===== config.mk =====
export PLATFORM = sky130hd
export DESIGN_NAME = dbg_uart_host
export DESIGN_NICKNAME = d
export VERILOG_FILES = /design/src/rtl/uart_pkg.sv /design/src/rtl/dbg_host_rx_unescape.sv /design/src/rtl/dbg_uart_host.sv
export SDC_FILE = /design/constraint.sdc
export NUM_CORES = 1
export LEC_CHECK = 0
export CAP_MARGIN = 20
export CORE_UTILIZATION = 30
export DETAILED_ROUTE_END_ITERATION = 12
export PLACE_DENSITY = 0.58
export SYNTH_ARGS = -nofsm -noshare
export SYNTH_HDL_FRONTEND = slang
export SYNTH_SLANG_ARGS = --single-unit

===== constraint.sdc =====
create_clock -name CLK_I -period 4 [get_ports CLK_I]
set_input_delay 0.8 -clock CLK_I [delete_from_list [all_inputs] [get_ports CLK_I]]
set_output_delay 0.8 -clock CLK_I [all_outputs]
set_load 0.01 [all_outputs]

===== src/rtl/uart_pkg.sv =====
// Shared definitions for the UART debug host: escape byte, command codes,
// address width and the host FSM state type.
package uart_pkg;

  localparam int unsigned IRLENGTH      = 7;
  localparam int unsigned CMD_ADDR_BITS = 5;

  localparam logic [7:0] ESC_DEFAULT = 8'hB1;
  localparam logic [2:0] CMD_READ    = 3'b001;
  localparam logic [2:0] CMD_WRITE   = 3'b010;

  typedef enum logic [2:0] {
    IDLE,
    SEND_ESC,
    SEND_CMD,
    SEND_DATA,
    SEND_DUP,
    RECV,
    RECV_ESC,
    RESP
  } host_state_e;

  function automatic logic [7:0] cmd_byte(input logic [2:0] cmd,
                                          input logic [CMD_ADDR_BITS-1:0] addr);
    return {cmd, addr};
  endfunction

endpackage


===== src/rtl/dbg_host_rx_unescape.sv =====
// Receive-side unescaping: classifies each popped byte against the escape
// state and assembles the payload LSB byte first.
module dbg_host_rx_unescape
  import uart_pkg::*;
#(
  parameter logic [7:0]  ESC       = ESC_DEFAULT,
  parameter int unsigned DMI_WIDTH = 41
) (
  input  logic                 clk,
  input  logic                 rst_n,
  input  logic                 clear,
  input  logic                 valid,
  input  logic                 in_esc,
  input  logic [7:0]           rx_byte,
  output logic                 to_esc,
  output logic                 abort,
  output logic                 done,
  output logic [DMI_WIDTH-1:0] data
);

  localparam int unsigned NBYTES = (DMI_WIDTH + 7) / 8;
  localparam int unsigned BUF_W  = NBYTES * 8;
  localparam int unsigned CNT_W  = $clog2(NBYTES + 1);

  logic [BUF_W-1:0] shreg;
  logic [CNT_W-1:0] cnt;
  logic             store;

  // After an escape only a second escape is legal; it stands for a literal.
  always_comb begin
    to_esc = valid && !in_esc && (rx_byte == ESC);
    abort  = valid && in_esc && (rx_byte != ESC);
    store  = valid && !to_esc && !abort;
    done   = store && (cnt == CNT_W'(NBYTES - 1));
  end

  always_ff @(posedge clk or negedge rst_n) begin
    if (!rst_n) begin
      shreg <= '0;
      cnt   <= '0;
    end else if (clear) begin
      shreg <= '0;
      cnt   <= '0;
    end else if (store) begin
      shreg <= {rx_byte, shreg[BUF_W-1:8]};
      cnt   <= cnt + 1'b1;
    end
  end

  assign data = shreg[DMI_WIDTH-1:0];

endmodule


===== src/rtl/dbg_uart_host.sv =====
// Byte-stream debug host: frames register reads/writes over a UART byte
// interface. Define DBG_HOST_TIMEOUT_EN to enable the read-response timeout.
module dbg_uart_host
  import uart_pkg::*;
#(
  parameter logic [7:0]  ESC            = ESC_DEFAULT,
  parameter int unsigned DMI_WIDTH      = 41,
  parameter int unsigned TIMEOUT_CYCLES = 1_000_000
) (
  input  logic                 CLK_I,
  input  logic                 RST_NI,
  input  logic                 REQ_VALID_I,
  output logic                 REQ_READY_O,
  input  logic                 REQ_WRITE_I,
  input  logic [IRLENGTH-1:0]  REQ_ADDRESS_I,
  input  logic [DMI_WIDTH-1:0] REQ_DATA_I,
  output logic                 RESP_VALID_O,
  input  logic                 RESP_READY_I,
  output logic [DMI_WIDTH-1:0] RESP_DATA_O,
  output logic                 RESP_ERROR_O,
  input  logic                 TX_READY_I,
  output logic                 TX_WRITE_O,
  output logic [7:0]           TX_DATA_O,
  input  logic                 RX_EMPTY_I,
  output logic                 RX_READ_O,
  input  logic [7:0]           RX_DATA_I
);

  localparam int unsigned NBYTES = (DMI_WIDTH + 7) / 8;
  localparam int unsigned TXW    = NBYTES * 8;
  localparam int unsigned CNT_W  = $clog2(NBYTES + 1);

  host_state_e              state, state_d;
  logic                     write_q;
  logic [CMD_ADDR_BITS-1:0] addr_q;
  logic [TXW-1:0]           tx_buf;
  logic [CNT_W-1:0]         byte_cnt;
  logic                     err_q;

  logic                     accept, in_recv, rx_pop, rx_valid, last_byte;
  logic                     tx_write, tx_adv, set_err;
  logic [7:0]               tx_data;
  logic                     un_to_esc, un_abort, un_done;
  logic [DMI_WIDTH-1:0]     un_data;
  logic                     tmo_hit;
  logic                     unused_addr;

  assign accept    = REQ_VALID_I && (state == IDLE);
  assign in_recv   = (state == RECV) || (state == RECV_ESC);
  // The FIFO is drained in every state; bytes outside a read are dropped.
  assign rx_pop    = RST_NI && !RX_EMPTY_I;
  assign rx_valid  = rx_pop && in_recv;
  assign last_byte = (byte_cnt == CNT_W'(NBYTES - 1));
  assign unused_addr = ^REQ_ADDRESS_I[IRLENGTH-1:CMD_ADDR_BITS];

  dbg_host_rx_unescape #(
    .ESC       (ESC),
    .DMI_WIDTH (DMI_WIDTH)
  ) u_rx_unescape (
    .clk     (CLK_I),
    .rst_n   (RST_NI),
    .clear   (accept),
    .valid   (rx_valid),
    .in_esc  (state == RECV_ESC),
    .rx_byte (RX_DATA_I),
    .to_esc  (un_to_esc),
    .abort   (un_abort),
    .done    (un_done),
    .data    (un_data)
  );

`ifdef DBG_HOST_TIMEOUT_EN
  localparam int unsigned TMO_W = $clog2(TIMEOUT_CYCLES + 1);
  logic [TMO_W-1:0] tmo_cnt;

  always_ff @(posedge CLK_I or negedge RST_NI) begin
    if (!RST_NI) begin
      tmo_cnt <= '0;
    end else if (!in_recv || rx_valid) begin
      tmo_cnt <= '0;
    end else begin
      tmo_cnt <= tmo_cnt + 1'b1;
    end
  end

  assign tmo_hit = (tmo_cnt == TMO_W'(TIMEOUT_CYCLES - 1));
`else
  logic unused_timeout;
  assign unused_timeout = (TIMEOUT_CYCLES == 0);
  assign tmo_hit        = 1'b0;
`endif

  always_ff @(posedge CLK_I or negedge RST_NI) begin
    if (!RST_NI) begin
      state <= IDLE;
    end else begin
      state <= state_d;
    end
  end

  always_comb begin
    state_d  = state;
    tx_write = 1'b0;
    tx_data  = '0;
    tx_adv   = 1'b0;
    set_err  = 1'b0;
    case (state)
      IDLE: begin
        if (REQ_VALID_I) state_d = SEND_ESC;
      end
      SEND_ESC: begin
        tx_data  = ESC;
        tx_write = TX_READY_I;
        if (TX_READY_I) state_d = SEND_CMD;
      end
      SEND_CMD: begin
        tx_data  = cmd_byte(write_q ? CMD_WRITE : CMD_READ, addr_q);
        tx_write = TX_READY_I;
        if (TX_READY_I) state_d = write_q ? SEND_DATA : RECV;
      end
      SEND_DATA: begin
        tx_data  = tx_buf[7:0];
        tx_write = TX_READY_I;
        if (TX_READY_I) begin
          // An escape-valued payload byte stays put until its duplicate goes out.
          if (tx_buf[7:0] == ESC) begin
            state_d = SEND_DUP;
          end else begin
            tx_adv = 1'b1;
            if (last_byte) state_d = IDLE;
          end
        end
      end
      SEND_DUP: begin
        tx_data  = ESC;
        tx_write = TX_READY_I;
        if (TX_READY_I) begin
          tx_adv  = 1'b1;
          state_d = last_byte ? IDLE : SEND_DATA;
        end
      end
      RECV: begin
        if (un_to_esc) begin
          state_d = RECV_ESC;
        end else if (un_done) begin
          state_d = RESP;
        end else if (tmo_hit && !rx_valid) begin
          set_err = 1'b1;
          state_d = RESP;
        end
      end
      RECV_ESC: begin
        if (un_abort) begin
          set_err = 1'b1;
          state_d = RESP;
        end else if (un_done) begin
          state_d = RESP;
        end else if (rx_valid) begin
          state_d = RECV;
        end else if (tmo_hit) begin
          set_err = 1'b1;
          state_d = RESP;
        end
      end
      RESP: begin
        if (RESP_READY_I) state_d = IDLE;
      end
      default: state_d = IDLE;
    endcase
  end

  always_ff @(posedge CLK_I or negedge RST_NI) begin
    if (!RST_NI) begin
      write_q  <= 1'b0;
      addr_q   <= '0;
      tx_buf   <= '0;
      byte_cnt <= '0;
      err_q    <= 1'b0;
    end else if (accept) begin
      write_q  <= REQ_WRITE_I;
      addr_q   <= REQ_ADDRESS_I[CMD_ADDR_BITS-1:0];
      tx_buf   <= TXW'(REQ_DATA_I);
      byte_cnt <= '0;
      err_q    <= 1'b0;
    end else begin
      if (tx_adv) begin
        tx_buf   <= tx_buf >> 8;
        byte_cnt <= byte_cnt + 1'b1;
      end
      if (set_err) err_q <= 1'b1;
    end
  end

  assign REQ_READY_O  = (state == IDLE);
  assign RESP_VALID_O = (state == RESP);
  assign RESP_ERROR_O = (state == RESP) && err_q;
  assign RESP_DATA_O  = ((state == RESP) && !err_q) ? un_data : '0;
  assign TX_WRITE_O   = tx_write;
  assign TX_DATA_O    = tx_data;
  assign RX_READ_O    = rx_pop;

endmodule


==> flow_summary.yaml <==
drt:
  ant_nets: 0
  first_iter_violations: 191
  drc: 0
  routed_wl_mm: 12.3
  drt_pass1_iterations: 5
  vias: 4167
  routedWlPerCell_um: 14.2
  viasPerCell: 4.80
finish:
  fin_nets: 710
  areaGrowthSynthToFinish_pct: 30.8
  num_antenna_cells: 0
  final_cell_area_sq_um: 6640
  drive_gt1_frac: 0.0556
  nFillCells: 1632
  instances_no_fill: 868
die:
  rows: 47
  core_area_sq_um: 16500
  pin_count: 117
  die_w_um: 132
  die_h_um: 132
  start_util: 0.307
  die_area_sq_um: 17400
synth:
  synth_cells: 551
  synth_cell_types: 46
  syn-cell-area_sq_um: 5080
  synthFlopType: "dfrtp_1"
  ys_warn_count: 0
  syn_area_per_cell_sq_um: 9.21
  synth_edf_count: 0
  ys_seq_area_frac: 0.518
  synth.most_common_cell: "nand2_1"
  synth_top_area_cell: "dfrtp_1"
  ys_seq_elements: 105
  syn_nets: 618
  synth_common_cells: "148 x nand2_1, 105 x dfrtp_1, 56 x o21ai_0"
  synthArstFlopShare: 1.00
  synthTopCellsByArea: "dfrtp_1 52%, nand2_1 11%, o21ai_0 5.5%, and2_1 5.2%, a22o_1 4.0%"
  yosys.area.top_type_share: 0.518
critical_path:
  required_ps: 3200
  setup.worst_path.end_class: "output pin"
  crit_type: "reg2out"
  path_cells: "and3_1, nor2b_2, buf_4, and2_1, clkdlybuf4s50_1"
  start_kind: "register"
  max_stage_delay_ps: 700
  path_max_fanout: 41
  crit_arrival_ps: 2580
  slowest_stage: "dfrtp_1"
clocking:
  cts.htree.levels: 3
  path_clk_slew_ps: 70
  clock_latency_ps: 360
  root_buffer: "clkbuf_16"
  cts_setup_buffers: 0
  post_cts_resized: 0
  cts_hold_buf: 0
  cts_made_buffers: 9
  clock_sinks: 105
  cts_max_path_buffers: 2
  tritoncts: "built"
timing:
  slew_violations: 0
  fin_setup_tns_ps: 0
  tightest_slew_ps: 945
  setup_slack_ps: 623
  fmax_mhz: 296
  rsz0062_at_grt: "false"
  setup_viol: 0
  hold_viol_final: 0
  period_needed_ps: 3380
  relSlewSlack: 0.366
  period_share: 0.844
  clock_skew_ps: 7.35
global_routing:
  overflow: 0
  grt_pass1_vias: 3929
  grt_max_degree: 100
  grt_pass1_wl_mm: 20.2
  track_usage: 0.145
  antenna_found_initial: 0
power_and_ir_drop:
  power.density_nw_per_um2: 634
  ir_drop_mv: 0.358
  p_leak_nw: 2.95
placed_design:
  dp_hpwl_mm: 8.49
  io_buffers: 114
  dp_cells: 852
  place_congestion: 0.771
  place_ws_ps: 993
  place_area_sq_um: 6350
outcome:
  status: "finished, final reports clean"
hold_path:
  hold_class: "reg2reg"
flow_run:
  maxCapViolations: 0
final timing paths:
kind / to / slack, ps / cells past startpoint / from
worst min register to register: byte_cnt[2] / 480 / 1 / byte_cnt[2]
worst max register to register: tx_buf[15] / 1450 / 6 / state[0]
worst min-delay path: byte_cnt[2] / 480 / 1 / byte_cnt[2]
max in group asynchronous: addr_q[1] / 2220 / 3 / RST_NI
worst max-delay path: RESP_DATA_O[25] / 620 / 5 / state[1]
min in group asynchronous: u_rx_unescape.shreg[47] / 510 / 2 / RST_NI
stage by stage:
| stage | power [mW] | util | hold slack, ps |
|---|---|---|---|
| finish | 4.21 | 0.402 | 477 |
| global placement | 3.31 | 0.385 | 458 |
| CTS | 4.25 | 0.402 | 485 |
| global route | 4.53 | 0.402 | 495 |
| detailed placement | 3.38 | 0.385 | 465 |
| floorplan | 2.84 | - | 445 |
critical path, delay by kind of cell, from the launching register on:
| family | cells | cell delay, ps |
|---|---|---|
| buffers and inverters | 2 | 840 |
| flip-flops | 1 | 700 |
| AND/OR/NAND/NOR | 3 | 670 |
registers in the layout, indices dropped and copies added, names as in the netlist:
register / cells
state: 3
byte_cnt: 3
err_q: 1
addr_q: 5
write_q: 1
u_rx_unescape.cnt: 3
u_rx_unescape.shreg: 48
tx_buf: 41
power breakdown:
group | internal [mW] | switching, mW | total [mW]
registers | 1.49 | 0.351 | 1.84
logic | 0.704 | 0.797 | 1.50
clock network | 0.439 | 0.427 | 0.866
total | 2.63 | 1.58 | 4.21
routing by layer:
| metal | up-vias | global-route usage | share of wire |
|---|---|---|---|
| met2 | 78 | 0.237 | 0.49 |
| met1 | 2011 | 0.194 | 0.47 |
| li1 | 2066 | - | - |
| met4 | 0 | 0.0407 | 0.012 |
| met3 | 12 | 0.0323 | 0.033 |
| met5 | - | 0 | 0 |
cell families (layout without fill, tap and decap cells):
group | count (synthesis) | count (layout) | share of synthesized area
flip-flops | 105 | 105 | 0.518
multiplexers | 9 | 9 | 0.0177
adder cells (fa/ha/maj) | 4 | 4 | 0.00986
AND/OR/NAND/NOR | 244 | 244 | 0.220
buffers and inverters | 46 | 143 | 0.0458
AO/OA/AOI/OAI | 142 | 142 | 0.188
XOR/XNOR | 1 | 1 | 0.00173
final cells by class:
| class | instances | area, sq um | share of cell area |
|---|---|---|---|
| repair buffers | 122 | 1210 | 0.182 |
| inverters | 5 | 18.8 | 0.00283 |
| clock inverters | 6 | 57.6 | 0.00867 |
| multi-input cells | 400 | 2220 | 0.335 |
| flip-flops and latches | 105 | 2630 | 0.396 |
| clock buffers | 10 | 229 | 0.0345 |
| well taps | 220 | 275 | 0.0414 |
placed cells by master (no fill, tap or decap), types with 3 or more instances in the layout:
| cell type | instances |
|---|---|
| nand3_1 | 10 |
| buf_4 | 8 |
| clkdlybuf4s50_1 | 113 |
| nor3_1 | 8 |
| a21oi_1 | 3 |
| nand2_1 | 147 |
| ha_1 | 4 |
| o21ai_0 | 56 |
| and2_1 | 42 |
| inv_1 | 4 |
| dfrtp_1 | 105 |
| o21ai_1 | 7 |
| a21o_1 | 24 |
| clkbuf_16 | 9 |
| a22o_1 | 23 |
| o22ai_1 | 13 |
| nor2_1 | 20 |
| mux2i_1 | 9 |
Power figures use the tool's default switching activity.
